### src/rtl/bcd_updown_counter_display.sv
// N-digit BCD up/down counter with load, count prescaler and multiplexed seven-segment scan.
// Optional BCD_LEADING_ZERO_BLANK_EN blanks leading zero digits above digit 0.
module bcd_updown_counter_display #(
    parameter int DIGITS   = 4,
    parameter int CNT_PSC  = 100000000,
    parameter int SCAN_PSC = 100000
) (
    input  logic                  clk_i,
    input  logic                  rst_i,
    input  logic                  en_i,
    input  logic                  up_i,
    input  logic                  ld_i,
    input  logic [4*DIGITS-1:0]   ld_val_i,
    output logic [4*DIGITS-1:0]   cnt_o,
    output logic                  wrap_o,
    output logic [DIGITS-1:0]     an_o,
    output logic [6:0]            ca_o
);

    localparam int CW = (CNT_PSC  > 1) ? $clog2(CNT_PSC)  : 1;
    localparam int SW = (SCAN_PSC > 1) ? $clog2(SCAN_PSC) : 1;
    localparam int IW = (DIGITS   > 1) ? $clog2(DIGITS)   : 1;
    localparam logic [CW-1:0] CNT_LAST  = CW'(CNT_PSC - 1);
    localparam logic [SW-1:0] SCAN_LAST = SW'(SCAN_PSC - 1);
    localparam logic [IW-1:0] IDX_LAST  = IW'(DIGITS - 1);

    logic [CW-1:0]          cnt_psc;
    logic [SW-1:0]          scan_psc;
    logic [IW-1:0]          scan_idx;
    logic                   tick;
    logic [4*DIGITS-1:0]    cnt_inc, cnt_dec, ld_clean;
    logic                   inc_carry, dec_borrow;
    logic [3:0]             cur_digit;
    logic [DIGITS-1:0]      blank;
    logic [DIGITS-1:0]      an_nxt;

    function automatic logic [6:0] seg_code(input logic [3:0] d);
        case (d)
            4'd0:    seg_code = 7'h01;
            4'd1:    seg_code = 7'h4F;
            4'd2:    seg_code = 7'h12;
            4'd3:    seg_code = 7'h06;
            4'd4:    seg_code = 7'h4C;
            4'd5:    seg_code = 7'h24;
            4'd6:    seg_code = 7'h20;
            4'd7:    seg_code = 7'h0F;
            4'd8:    seg_code = 7'h00;
            4'd9:    seg_code = 7'h04;
            default: seg_code = 7'h7F;
        endcase
    endfunction

    assign tick = en_i && (cnt_psc == CNT_LAST);

    // Ripple decimal carry/borrow; a carry or borrow surviving the top digit means wrap.
    always_comb begin
        cnt_inc    = cnt_o;
        cnt_dec    = cnt_o;
        ld_clean   = ld_val_i;
        inc_carry  = 1'b1;
        dec_borrow = 1'b1;
        for (int i = 0; i < DIGITS; i++) begin
            if (inc_carry) begin
                if (cnt_o[4*i +: 4] == 4'd9) begin
                    cnt_inc[4*i +: 4] = 4'd0;
                end else begin
                    cnt_inc[4*i +: 4] = cnt_o[4*i +: 4] + 4'd1;
                    inc_carry         = 1'b0;
                end
            end
            if (dec_borrow) begin
                if (cnt_o[4*i +: 4] == 4'd0) begin
                    cnt_dec[4*i +: 4] = 4'd9;
                end else begin
                    cnt_dec[4*i +: 4] = cnt_o[4*i +: 4] - 4'd1;
                    dec_borrow        = 1'b0;
                end
            end
            if (ld_val_i[4*i +: 4] > 4'd9)
                ld_clean[4*i +: 4] = 4'd0;
        end
    end

    always_ff @(posedge clk_i or posedge rst_i) begin
        if (rst_i) begin
            cnt_o   <= '0;
            wrap_o  <= 1'b0;
            cnt_psc <= '0;
        end else begin
            wrap_o <= 1'b0;
            if (ld_i) begin
                cnt_o   <= ld_clean;
                cnt_psc <= '0;
            end else if (tick) begin
                cnt_psc <= '0;
                cnt_o   <= up_i ? cnt_inc : cnt_dec;
                wrap_o  <= up_i ? inc_carry : dec_borrow;
            end else if (en_i) begin
                cnt_psc <= cnt_psc + 1'b1;
            end
        end
    end

    always_ff @(posedge clk_i or posedge rst_i) begin
        if (rst_i) begin
            scan_psc <= '0;
            scan_idx <= '0;
        end else if (scan_psc == SCAN_LAST) begin
            scan_psc <= '0;
            scan_idx <= (scan_idx == IDX_LAST) ? '0 : scan_idx + 1'b1;
        end else begin
            scan_psc <= scan_psc + 1'b1;
        end
    end

`ifdef BCD_LEADING_ZERO_BLANK_EN
    logic upper_zero;

    // Digit k blanks only when it and everything above it are zero; digit 0 never blanks.
    always_comb begin
        blank      = '0;
        upper_zero = 1'b1;
        for (int k = DIGITS - 1; k >= 1; k--) begin
            upper_zero = upper_zero && (cnt_o[4*k +: 4] == 4'd0);
            blank[k]   = upper_zero;
        end
    end
`else
    assign blank = '0;
`endif

    assign cur_digit = cnt_o[4*scan_idx +: 4];
    assign an_nxt    = ~(DIGITS'(1) << scan_idx);

    always_ff @(posedge clk_i or posedge rst_i) begin
        if (rst_i) begin
            an_o <= '1;
            ca_o <= 7'h7F;
        end else begin
            an_o <= an_nxt;
            ca_o <= blank[scan_idx] ? 7'h7F : seg_code(cur_digit);
        end
    end

endmodule

### config.mk
export PLATFORM = sky130hd
export DESIGN_NAME = bcd_updown_counter_display
export DESIGN_NICKNAME = d
export VERILOG_FILES = /design/src/rtl/bcd_updown_counter_display.sv
export SDC_FILE = /design/constraint.sdc
export NUM_CORES = 1
export LEC_CHECK = 0
export ABC_CLOCK_PERIOD_IN_PS = 2650
export CAP_MARGIN = 25
export CORE_AREA = 2 2 119 121
export DETAILED_ROUTE_END_ITERATION = 10
export DIE_AREA = 0 0 121 123
export PLACE_DENSITY_LB_ADDON = 0.3
export SYNTH_ARGS = -nofsm -noshare
export SYNTH_HDL_FRONTEND = slang
export SYNTH_SLANG_ARGS = --single-unit
### constraint.sdc
create_clock -name clk_i -period 2.65 [get_ports clk_i]
set_input_delay 0.3975 -clock clk_i [delete_from_list [all_inputs] [get_ports clk_i]]
set_output_delay 0.3975 -clock clk_i [all_outputs]
set_load 0.02 [all_outputs]
==> Word level (Yosys, flattened, before mapping) <==
Memories as Yosys holds them, arrays and structs flattened. A register that Yosys moved wholly into a read port is not among the register bits.
Index checks and enable logic that the tools add are counted.
{ "classes": {"addsub": 11, "n_mul": 0, "n_div": 0, "n_lt_le_gt_ge": 4, "eq_ne": 10, "shift": 2, "muxes": 43, "n_bitwise": 1, "n_reduce_logical": 13} }
{ "ops": {"columns": ["op", "n"], "rows": [
  ["27-bit two-way mux", 3],
  ["4-bit two-way mux", 18],
  ["16-bit two-way mux", 3],
  ["27-bit by 1-bit adder with 27-bit output (second input constant)", 1],
  ["27-bit equality test (second input constant)", 1],
  ["17-bit by 1-bit adder with 17-bit output (second input constant)", 1],
  ["17-bit equality test (second input constant)", 1],
  ["1-bit two-way mux", 17],
  ["17-bit two-way mux", 1],
  ["4-bit by 1-bit adder with 4-bit output (second input constant)", 4],
  ["4-bit equality test (second input constant)", 4],
  ["4-bit greater-than comparator (second input constant)", 4],
  ["4-bit logical NOT", 4],
  ["16-bit by 5-bit indexed part select with 4-bit output", 1],
  ["4-bit by 1-bit subtractor with 4-bit output (second input constant)", 4],
  ["3-bit nonzero test", 4],
  ["3-bit by 1-bit != test with 1-bit output (second input constant)", 3],
  ["3-bit AND reduction", 3],
  ["4-bit NOT", 1],
  ["1-bit by 2-bit << shifter with 4-bit output (first input constant)", 1],
  ["2-bit by 1-bit adder with 2-bit output (second input constant)", 1],
  ["2-bit equality test (second input constant)", 1],
  ["2-bit two-way mux", 1],
  ["2-bit nonzero test", 1],
  ["1-bit logical AND", 1]
]} }
{ "totals": {"register_bits": 67, "latchBits": 0, "mem_bits_rw": 0, "rom_bits": 112, "inputBits": 21, "mem_count": 1} }
{ "mem_list": {"columns": ["memory", "words", "word_bits", "rd", "rd_clocked_by_memory_dff", "write_ports", "line_no", "source"], "rows": [
  ["(name not given)", 16, 7, 1, 1, 0, "38", "case (d)"]
]} }

==> Logic depth before layout (Yosys ltp) <==
{ "depth": {"ltp_word": 8, "depth_mapped": 8, "ltp_nobuf": 6} }

==> Worst setup path after synthesis <==
Ideal clock, no wire load.
{ "synth_timing": {"kind": "reg-to-reg", "from": "reg scan_psc[13]", "to": "reg scan_idx[1]", "setup_ps": 125, "arrival_ps": 2314, "required_time_ps": 2525, "path_slack_ps": 211, "path_stages_with_launch": 7, "synth_period_minus_slack_ps": 2439, "path_cell_list": "dfrtp_1 -> or4b_1 -> or4b_2 -> nor4_1 -> and3_2 -> clkbuf_8 -> mux2_2"} }
{ "synth_between": {"elab_chain_len": 1} }
{ "synth_rtl": {"columns": ["element", "line_no", "source"], "rows": [
  ["from (decl)", "28", "logic [SW-1:0] scan_psc;"],
  ["from (signal assigned)", "112", "scan_psc <= scan_psc + 1'b1;"],
  ["17-bit equality test", "108", "end else if (scan_psc == SCAN_LAST) begin"],
  ["to (signal assigned)", "110", "scan_idx <= (scan_idx == IDX_LAST) ? '0 : scan_idx + 1'b1;"],
  ["to (decl)", "29", "logic [IW-1:0] scan_idx;"]
]} }
Every way passes these cells.
A chain may end at the register's enable or synchronous reset.

==> Final worst setup path <==
{ "layout_timing": {"from": "reg scan_psc[12]", "to": "reg scan_psc[1]"} }
{ "layout_between": {"elab_chain_len": 2} }
{ "layout_rtl": {"columns": ["element", "line_no"], "rows": [
  ["17-bit equality test", "108"],
  ["17-bit two-way mux", "108"]
]} }
Every way passes these cells.

==> run_results.csv <==
group,metric,value,unit
layout,areaGrowthSynthToFinish,23.05,%
sta,setup_viol,0,
setup_path,cp-end-kind,"flop",
setup_path,r2r_start,"scan_psc[12]",
global_route,grt_pass1_vias,3951,
drt,ant_nets,0,
global_route,overflow,0,
global_route,met1_usage,0.2302,
die,num_io_pins,49,
cts,cts_resized,0,
die,core_area,13610,um^2
global_route,use_met3,0.04013,
cts,ctsHoldBuffers,0,
setup_path,critPathRequiredTime,2.87,ns
cts,numClockSinks,74,
global_route,grt_max_degree,39,
sta,relSlewSlack,0.4736,
sta,clock-skew-final,0.009715,ns
global_route,grt_pass1_wl,19810,um
die,fp.dieH,123,um
logic_synthesis,synth-seq-cells,74,
logic_synthesis,syn-cell-area,4668,um^2
pwr,ir_drop,0.3360,mV
placed_design,place_ws,0.1913,ns
die,die_w,121,um
drt,drt_iter0_drc,240,
logic_synthesis,synth_cell_type_count,72,
logic_synthesis,seq_area_frac_synth,0.3996,
global_route,antenna_found_initial,0,
global_route,met2_usage,0.2567,
cts,cts_tree,"yes",
logic_synthesis,ys_warn_count,0,
layout,n_antenna_cell,0,
sta,drv_slew,0,
setup_path,cp-start-kind,"flop",
cts,cts.htree.levels,3,
drt,drc_errors,0,
layout,drive_above_1_share,0.1285,
pwr,powerDensity,543.0,nW/um^2
pwr,p_leak,0.002297,uW
die,initial_core_util,0.3430,
die,dieArea,14880,um^2
run_status,status,"finished clean",
sta,min_period_over_period,0.9079,
sta,fmax,415.6,MHz
drt,wire_per_inst,15.40,um
placed_design,dpl.hpwl,8506,um
drt,viasPerCell,5.439,
cts,clock_latency,0.34,ns
global_route,busiest_layer,"met2",
sta,min_period,2.406,ns
logic_synthesis,synth_edf_count,0,
cts,cts.reportedPaths.clkPinSlew,0.06,ns
logic_synthesis,async_reset_ff_frac,1.000,
sta,setup_ws,0.2440,ns
setup_path,worstPathArrival,2.63,ns
cts,cts_buffers,9,
drt,drtPass1Iterations,5,
drt,wl,11640,um
setup_path,crit_fanout,9,
drt,vias,4112,
global_route,track_usage,0.1664,
hold_path,hp-start,"scan_psc[4]",
logic_synthesis,syn-instance-count,518,
sta,worstMarginPinSlew,0.7884,ns
pwr,total_power,3119,uW
sta,setup_tns,0,ns
setup_path,criticalPathCategory,"reg -> reg",
cts,cts_setup_buffers,0,
logic_synthesis,synth_nets,551,
sta,timing.final.hold_violations,0,
logic_synthesis,synth_ff_type,"dfrtp_1",
sta,rsz0062_at_grt,"false",
layout,num-nets-final,604,
cts,root_buffer,"clkbuf_16",
cts,cts_buffer_depth,2,
setup_path,crit_start,"scan_psc[12]",
placed_design,gp_congestion,0.8621,
logic_synthesis,synth.avg_cell_area,9.012,um^2
placed_design,port_buffers,48,
die,fp-row-count,43,
layout,fill_cells,1312,
hold_path,min_path_type,"reg -> reg",
flow_run,cap_violations,0,
## metal layers
layer,up-vias,part of all wire
met4,0,0.015
met3,15,0.062
met5,-,0
li1,1976,-
met1,1992,0.47
met2,129,0.45
## stage by stage
step / hold WS [ns] / area (um^2) / instances / util
2_1_floorplan: 0.4503 / 4668 / 518 / -
3_3_place_gp: 0.4729 / 5446 / 740 / 0.4001
3_5_place_dp: 0.4895 / 5446 / 740 / 0.4001
4_1_cts: 0.4986 / 5744 / 756 / 0.4220
5_1_grt: 0.5142 / 5744 / 756 / 0.4220
6_report: 0.4887 / 5744 / 756 / 0.4220
## cell usage after synthesis (3+ instances only)
master	n	area share
nor2_1	56	0.045
mux2_2	5	0.012
or3_1	7	0.0094
nand3_1	25	0.027
nand2b_1	10	0.013
or4_1	3	0.0048
dfrtp_1	63	0.34
o211ai_1	8	0.013
a21oi_1	25	0.027
mux4_2	3	0.014
mux2i_1	5	0.011
inv_1	19	0.015
nand4_1	12	0.016
xor2_1	22	0.041
o311ai_0	3	0.0056
nand3b_1	6	0.0096
a211oi_1	3	0.0048
ha_1	12	0.032
o21ai_0	24	0.026
clkbuf_1	28	0.023
and4_1	8	0.015
nor3_1	12	0.013
a22oi_1	5	0.0080
nor4b_1	3	0.0056
xnor2_1	19	0.036
and3_1	10	0.013
dfstp_2	11	0.062
nand2_1	38	0.031
nor4_1	18	0.024
## area by class of cell
cell class                 instances  area (um^2)  share of cell area
clock inverter                     4        51.30            0.008931
timing repair buffer              75        695.7              0.1211
tap                              180        225.2             0.03921
clock buffer                      12        246.5             0.04291
multi-input combinational        391         2585              0.4500
sequential                        74         1866              0.3248
inverter                          20        75.07             0.01307
## power breakdown
| group | internal, uW | switching (uW) |
|---|---|---|
| combinational | 282 | 332 |
| sequential | 1200 | 83.9 |
| clock | 755 | 466 |
| total | 2240 | 882 |
## state kept, by name, summed over array words and instances, names as in the netlist
| signal | flops |
|---|---|
| an_o | 4 |
| wrap_o | 1 |
| ca_o | 7 |
| scan_psc | 17 |
| cnt_psc | 27 |
| scan_idx | 2 |
| cnt_o | 16 |
## final timing paths
kind / end / slack (ns) / cells past startpoint
min: scan_psc[4] / 0.49 / 1
min reg2reg: scan_psc[4] / 0.49 / 1
min in group asynchronous: cnt_psc[5] / 0.55 / 2
max reg2reg: scan_psc[1] / 0.24 / 6
max: scan_psc[1] / 0.24 / 6
max in group asynchronous: cnt_o[0] / 1.46 / 3
## placed cells by master, fill, tap and decap left out, types with 7 or more instances in the layout
master           count
dfrtp_1             63
nor2_1              56
clkdlybuf4s50_1     48
nand2_1             38
buf_4               26
nand3_1             25
a21oi_1             25
o21ai_0             24
xor2_1              22
xnor2_1             19
nor4_1              18
inv_1               18
nand4_1             12
nor3_1              12
ha_1                12
dfstp_2             11
and3_1              10
nand2b_1            10
clkbuf_16            9
and4_1               8
o211ai_1             8
or3_1                7
## critical path, stage by stage (launching register included)
cell and delay, ns:
dfrtp_1 0.41, or4b_1 0.50, or4b_2 0.64, nor4_1 0.16, and3_2 0.24, buf_4 0.16
and2b_1 0.18
## logic make-up (layout without fill, tap and decap cells)
| group | after synthesis | after routing | share of synthesized area |
|---|---|---|---|
| DFF | 74 | 74 | 0.3996 |
| AOI/OAI and AO/OA | 96 | 96 | 0.1380 |
| xor gates and xnor gates | 41 | 41 | 0.07692 |
| buffers and inverters | 53 | 111 | 0.04663 |
| muxes | 14 | 14 | 0.04288 |
| adders and majority gates | 12 | 12 | 0.03216 |
| and+or+nand+nor | 228 | 228 | 0.2637 |
Note: power is estimated with default switching activity, not from simulation.
